`src/rtl/avs_crc_pkg.sv`:
```
// Shared definitions for the multi-channel Avalon-MM CRC accelerator:
// register map, STATUS identifier, FSM states and the reflected byte step.
package avs_crc_pkg;

  localparam logic [1:0] OFF_DATA   = 2'd0;
  localparam logic [1:0] OFF_CTRL   = 2'd1;
  localparam logic [1:0] OFF_RESULT = 2'd2;
  localparam logic [1:0] OFF_STATUS = 2'd3;

  localparam logic [15:0] STATUS_ID = 16'hC32A;

  typedef enum logic [1:0] {
    IDLE = 2'd0,
    BUSY = 2'd1,
    DONE = 2'd2
  } state_t;

  // One byte of a reflected CRC, evaluated at 'width' bits inside a 32-bit container.
  function automatic logic [31:0] crc_byte_step(
    input logic [31:0] acc,
    input logic [7:0]  data_byte,
    input logic [31:0] poly,
    input int          width
  );
    logic [31:0] mask;
    logic [31:0] a;
    mask = (width >= 32) ? 32'hFFFF_FFFF : ((32'd1 << width) - 32'd1);
    a = (acc ^ {24'd0, data_byte}) & mask;
    for (int i = 0; i < 8; i++) begin
      a = a[0] ? ((a >> 1) ^ (poly & mask)) : (a >> 1);
    end
    return a & mask;
  endfunction

endpackage

```
`src/rtl/avs_crc_byte_unit.sv`:
```
// Combinational single-byte CRC step; one instance is shared by all channels.
module avs_crc_byte_unit
  import avs_crc_pkg::*;
#(
  parameter int          CRC_W = 32,
  parameter logic [31:0] POLY  = 32'hEDB88320
) (
  input  logic [CRC_W-1:0] acc_in,
  input  logic [7:0]       data_in,
  output logic [CRC_W-1:0] acc_out
);

  logic [31:0] acc_ext;
  logic [31:0] step_ext;

  assign acc_ext  = 32'(acc_in);
  assign step_ext = crc_byte_step(acc_ext, data_in, POLY, CRC_W);
  assign acc_out  = step_ext[CRC_W-1:0];

endmodule

```
`src/rtl/avs_mm_crc_multi.sv`:
```
// Multi-channel Avalon-MM CRC slave: one byte per clock through a shared step unit,
// stalling DATA writes with waitrequest until all four lanes have been visited.
module avs_mm_crc_multi
  import avs_crc_pkg::*;
#(
  parameter int          NUM_CH   = 4,
  parameter int          CRC_W    = 32,
  parameter logic [31:0] POLY_REV = 32'hEDB88320,
  parameter logic [31:0] INIT     = 32'hFFFFFFFF,
  parameter logic [31:0] XOR_OUT  = 32'hFFFFFFFF
) (
  input  logic        clk,
  input  logic        reset,
  input  logic [7:0]  avs_address,
  input  logic        avs_read,
  output logic [31:0] avs_readdata,
  input  logic        avs_write,
  input  logic [31:0] avs_writedata,
  input  logic [3:0]  avs_byteenable,
  output logic        avs_waitrequest
);

  localparam int CH_IDX_W = (NUM_CH > 1) ? $clog2(NUM_CH) : 1;
  localparam logic [CRC_W-1:0] INIT_W = INIT[CRC_W-1:0];
  localparam logic [CRC_W-1:0] XOR_W  = XOR_OUT[CRC_W-1:0];

  logic [5:0]          ch;
  logic [1:0]          offset;
  logic [CH_IDX_W-1:0] ch_idx;
  logic                valid_ch;
  logic                data_wr;
  logic                ctrl_clr;

  state_t              state_reg, state_next;
  logic [1:0]          idx_reg, idx_next;
  logic                load;
  logic [31:0]         data_reg;
  logic [3:0]          be_reg;
  logic [CH_IDX_W-1:0] ch_reg;

  logic [NUM_CH*CRC_W-1:0] acc_flat;
  logic [CRC_W-1:0]        step_in;
  logic [CRC_W-1:0]        step_out;
  logic [7:0]              step_byte;
  logic                    step_en;
  logic [CRC_W-1:0]        acc_sel;
  logic [31:0]             rd_mux;
  logic                    busy;

  assign ch       = avs_address[7:2];
  assign offset   = avs_address[1:0];
  assign ch_idx   = ch[CH_IDX_W-1:0];
  assign valid_ch = ({26'd0, ch} < 32'(NUM_CH));
  assign data_wr  = avs_write && (offset == OFF_DATA) && valid_ch;
  assign ctrl_clr = avs_write && (offset == OFF_CTRL) && valid_ch && avs_writedata[0];
  assign busy     = (state_reg != IDLE);

  assign avs_waitrequest = reset || (data_wr && (state_reg != DONE));

  always_ff @(posedge clk) begin
    if (reset) begin
      state_reg <= IDLE;
      idx_reg   <= 2'd0;
      data_reg  <= 32'd0;
      be_reg    <= 4'd0;
      ch_reg    <= '0;
    end else begin
      state_reg <= state_next;
      idx_reg   <= idx_next;
      if (load) begin
        data_reg <= avs_writedata;
        be_reg   <= avs_byteenable;
        ch_reg   <= ch_idx;
      end
    end
  end

  // The request is captured in IDLE, so the master's bus values are irrelevant while BUSY.
  always_comb begin
    state_next = state_reg;
    idx_next   = idx_reg;
    load       = 1'b0;
    case (state_reg)
      IDLE: begin
        if (data_wr) begin
          load       = 1'b1;
          idx_next   = 2'd0;
          state_next = BUSY;
        end
      end
      BUSY: begin
        idx_next = idx_reg + 2'd1;
        if (idx_reg == 2'd3) state_next = DONE;
      end
      DONE:    state_next = IDLE;
      default: state_next = IDLE;
    endcase
  end

  assign step_en   = (state_reg == BUSY) && be_reg[idx_reg];
  assign step_byte = data_reg[{idx_reg, 3'b000} +: 8];
  assign step_in   = acc_flat[int'(ch_reg)*CRC_W +: CRC_W];

  avs_crc_byte_unit #(
    .CRC_W (CRC_W),
    .POLY  (POLY_REV)
  ) u_byte_unit (
    .acc_in  (step_in),
    .data_in (step_byte),
    .acc_out (step_out)
  );

  // A clear landing on the channel being stepped wins over the step.
  for (genvar gi = 0; gi < NUM_CH; gi++) begin : g_ch
    logic [CRC_W-1:0] acc_reg;

    always_ff @(posedge clk) begin
      if (reset) begin
        acc_reg <= INIT_W;
      end else if (ctrl_clr && (ch_idx == CH_IDX_W'(gi))) begin
        acc_reg <= INIT_W;
      end else if (step_en && (ch_reg == CH_IDX_W'(gi))) begin
        acc_reg <= step_out;
      end
    end

    assign acc_flat[gi*CRC_W +: CRC_W] = acc_reg;
  end

  assign acc_sel = acc_flat[int'(ch_idx)*CRC_W +: CRC_W];

  always_comb begin
    rd_mux = 32'd0;
    case (offset)
      OFF_RESULT: if (valid_ch) rd_mux = 32'(acc_sel ^ XOR_W);
      OFF_STATUS: rd_mux = {STATUS_ID, 8'(NUM_CH), 6'(CRC_W), 1'b0, busy};
      default:    rd_mux = 32'd0;
    endcase
  end

  always_ff @(posedge clk) begin
    if (reset) begin
      avs_readdata <= 32'd0;
    end else if (avs_read && !avs_write) begin
      avs_readdata <= rd_mux;
    end
  end

endmodule
```
`config.mk`:
```
export PLATFORM = sky130hd
export DESIGN_NAME = avs_mm_crc_multi
export DESIGN_NICKNAME = d
export VERILOG_FILES = /design/src/rtl/avs_crc_pkg.sv /design/src/rtl/avs_crc_byte_unit.sv /design/src/rtl/avs_mm_crc_multi.sv
export SDC_FILE = /design/constraint.sdc
export NUM_CORES = 1
export LEC_CHECK = 0
export CORE_UTILIZATION = 60
export DETAILED_ROUTE_END_ITERATION = 12
export GPL_TIMING_DRIVEN = 1
export PLACE_DENSITY = 0.82
export SYNTH_ARGS = -nofsm -noshare
export SYNTH_HDL_FRONTEND = slang
export SYNTH_SLANG_ARGS = --single-unit
```
`constraint.sdc`:
```
create_clock -name clk -period 6.1 [get_ports clk]
set_clock_uncertainty 0.05 [all_clocks]
set_input_delay 1.22 -clock clk [delete_from_list [all_inputs] [get_ports clk]]
set_output_delay 1.22 -clock clk [all_outputs]
set_load 0.01 [all_outputs]
```
---- Yosys cells after proc, flatten, opt, wreduce, memory -nomap -nowiden ----
Cells that the tools add are included.
storage, ports and cells
  flip-flop bits (word level) ............. 202
  input port bits ......................... 48
  output and inout port bits .............. 33
  word-level logic and storage cells ...... 89
cells by class
  $add $sub $neg .......................... 1
  order comparisons ....................... 2
  equal/unequal tests ..................... 14
  shifts and indexed selects .............. 3
  multiplexer cells ....................... 19
  bitwise gates (word level) .............. 10
  reduce and logical (&&, ||, !) cells .... 30
operator list
  cell                 count
  $mux 32              9
  $shiftx 128x8->32    2
  $not 13->14          8
  $pmux 32 s2          1
  $not 32->32          1
  $shiftx 32x6->8      1
  $xor 32x8->32        1
  $logic_and 1x1->1    16
  $eq 2x2->1 const B   7
  $eq 2x1->1 const B   4
  $logic_not 2->1      4
  $pmux 2 s2           2
  $reduce_or 2->1      4
  $lt 6x3->1 const B   1
  $mux 2               3
  $ne 2x2->1 const B   3
  $reduce_and 2->1     2
  $reduce_bool 2->1    2
  $lt 2x3->1 const B   1
  $mux 1               3
  $add 2x1->2 const B  1
  $bmux 1 s2           1
  $logic_not 1->1      1
  $logic_or 1x1->1     1

---- Logic depth before layout (Yosys ltp) ----
  word-level depth ........................ 18
  mapped depth ............................ 8
  gate-level depth less buffers ........... 5

---- Cells and area by module ----
A second synthesis with hierarchy kept.
unflattened totals
  cells, all modules ...................... 960
  area total of the unflattened synthesis .. 10573.9 um2
modules (own cells, without submodules)
  module             times used  cells each  area an instance (um2)  sequential area each (um2)
  avs_mm_crc_multi   1           897         9665.5                  4043.9
  avs_crc_byte_unit  1           63          908.4                   0.0

---- Worst setup path after synthesis ----
Ideal clock, no wire load.
  path kind ............................... input to output
  start point ............................. input port avs_address[7]
  end point ............................... output port avs_waitrequest
  data arrival time ....................... 2228 ps
  required time ........................... 4830 ps
  slack ................................... 2602 ps
  stages .................................. 3
  path buffers ............................ 0
  path through ............................ or4_1 nor3_1 a21o_1
between the ends
  longest elaborated chain between the ends .. 4
ends and longest elaborated chain
  item                RTL line                text
  start: declaration  avs_mm_crc_multi.sv:14  input logic [7:0] avs_address,
  $lt 6x3->1          avs_mm_crc_multi.sv:53  assign valid_ch = ({26'd0, ch} < 32'(NUM_CH));
  $logic_and 1x1->1   avs_mm_crc_multi.sv:54  assign data_wr = avs_write && (offset == OFF_DATA) && valid_ch;
  $logic_and 1x1->1   avs_mm_crc_multi.sv:58  assign avs_waitrequest = reset || (data_wr && (state_reg != DONE));
  $logic_or 1x1->1    avs_mm_crc_multi.sv:58
  end: declaration    avs_mm_crc_multi.sv:20  output logic avs_waitrequest
No other way between the ends.

---- Worst setup path after layout ----
Same ends and word-level chain as after synthesis.

==> run metrics <==
status completed; DRC Markers 0; top post-synthesis cells by area dfxtp_1 (43%), mux4_2 (16%), nand2_1 (6.0%), a21oi_1 (5.3%), o211ai_1 (4.7%); most frequent cell after synthesis dfxtp_1; Detailed Route Iter0 Violations 823; CP Data Required Time 4.83 ns; CTS tree yes; Mapped Nets 945; MaxCap Viol Count 0; final RePlAce weighted congestion 0.829; Post-Syn Instances 896; CP Data Arrival Time 3.18 ns; EDFF count, synth 0; Core ar. 0.0153 sq mm; root buf cell clkbuf_16; Reg clk slew, reported paths 0.06 ns; Async SR Flop Fraction 0; final hold slack 0.400 ns; initial core utilization 0.620; Final Hold Viols 0; Post-CTS Resized 0; fin cells 1160; IO Port Bufs 80; Yosys top cell area share 0.426; Largest register FFs 128; CP endpoint kind output port; row count 45; later-pin clock latency in the skew report 0.49 ns; H-tree Lvls 1; min cycle time layout 4.45 ns; DP Wirelength 15100 microns; crit start category input port; commonest cells in the netlist dfxtp_1 (202), nand2_1 (152), a21oi_1 (100), mux4_2 (66), clkbuf_1 (62); max-slew violations 0; Synth cell types 44; setup TNS 0 ns; Total Routing Usage GR 0.300; worst-margin pin slew 1.09 ns; synth-to-layout area growth 16.0%; leak pwr 4.07 nW; Via Count 7324; via-per-instance ratio 6.31; largest net degree at the start of global routing 84; CTS Hold Bufs 0; CP max FO 4; number of global-route vias before repair 6793; first-pass GRT wire length 37900 microns; sequential element share of the synthesized area 0.426; antenna-violating nets left 0; Synth Flop Type dfxtp_1; Slew headroom 0.267; Max Freq 0.225 GHz; DRT Pass-1 Iters 5; DP Cell Count 1125; Mean Syn Cell Area 10.6 sq um; CTS Buf Count 21; synthesized cell area 0.00949 sq mm; routed wire length 23800 microns; Crit Path Category input port to output port; number of synthesized register bits 202; Pwr per Cell Area 244 mW/mm^2; Nets 986; Die Span X 128 microns; layout filler cell count 1105; fraction of layout cells with a size suffix above 1 0.141; WL per Instance 20.5 microns; Clock Sink Count 202; initial antenna violation count 0; final setup vio count 0; Max rail drop VDD 0.000222 V; Die Y 128 microns; warnings from Yosys 0; Max clock buf depth 3; gr ovfl total 0; area leader, netlist dfxtp_1; diodes inserted 0; area of the die 0.0163 sq mm; RSZ-0062 raised after global routing false; Post CTS Setup Buffer Count 0; IO Pins 81; Tcrit/Tclk final 0.730; hold crit path type flop to flop
[final cells by class]
class,instances,area (sq um),share of cell area
timing repair buffer,93,883,0.0803
inverter,2,7.51,0.000682
sequential,202,4050,0.368
clock buffer,30,609,0.0554
multi-input combinational,617,5140,0.467
tap,211,264,0.0240
clock inverter,5,52.6,0.00477
[critical path, cell delays in order]
cell             delay (ns)
clkdlybuf4s50_1        0.39
or4_1                  0.59
nor3_1                 0.30
a21o_1                 0.16
clkdlybuf4s50_1        0.52
[per-layer routing]
metal	vias up	part of all wire	GRT usage
met1	3562	0.43	0.431
met5	-	0	0
met3	54	0.077	0.0480
met2	328	0.47	0.472
met4	0	0.026	0.0879
li1	3380	-	-
[logic make-up after synthesis]
| logic type | after synthesis | share of synthesized area |
|---|---|---|
| buffers and inverters | 77 | 0.0326 |
| AND/OR/NAND/NOR | 211 | 0.0897 |
| multiplexers | 73 | 0.176 |
| XOR/XNOR | 63 | 0.0970 |
| flip-flops | 202 | 0.426 |
| AO/OA/AOI/OAI | 269 | 0.177 |
| adder cells (fa/ha/maj) | 1 | 0.00132 |
[cell usage in the layout, fill, tap and decap left out, drive strengths merged]
cell type	synthesis	final
xor3	2	2
or3	1	1
ha	1	1
xnor3	16	16
a2bb2oi	42	42
inv	2	2
or4	1	1
a21o	3	3
clkdlybuf4s50	0	77
mux4	73	73
nand3	2	2
clkbuf	62	30
dfxtp	202	202
nor4	1	1
nand4b	2	2
nand4	1	1
clkinv	0	3
o211ai	60	60
buf	13	16
nor2	38	38
nor3b	1	1
bufinv	0	1
xor2	17	17
nand2	152	152
o21ai	58	58
nor3	2	2
clkinvlp	0	1
or2	1	1
a31o	2	2
or4b	1	1
and2	1	1
o31ai	1	1
a21oi	100	100
xnor2	28	28
nand2b	6	6
nor2b	1	1
a22oi	1	1
a31oi	2	2
[worst paths after layout]
kind                                            end  slack, ns  depth (start not counted)             start
worst max-delay path                avs_waitrequest       1.65                          5    avs_address[7]
worst min register to register     avs_readdata[10]       0.40                          2  avs_readdata[10]
worst min-delay path               avs_readdata[10]       0.40                          2  avs_readdata[10]
worst max register to register  g_ch[0].acc_reg[19]       2.62                          5         ch_reg[0]
[report_power, final]
group | switching [mW] | internal [mW] | total, mW
Combinational | 0.0667 | 0.0537 | 0.120
Sequential | 0.00221 | 1.32 | 1.32
Clock | 0.509 | 0.733 | 1.24
[per-stage QoR]
stage	utilization	power (mW)	cell area [sq um]	worst slack (ns)
after global routing	0.719	2.76	11000	1.54
after floorplan	-	1.42	9490	2.60
after CTS	0.719	2.70	11000	1.64
after detailed placement	0.675	1.47	10300	1.66
after global placement	0.675	1.47	10300	1.66
final	0.719	2.69	11000	1.65
Power figures use the tool's default switching activity.
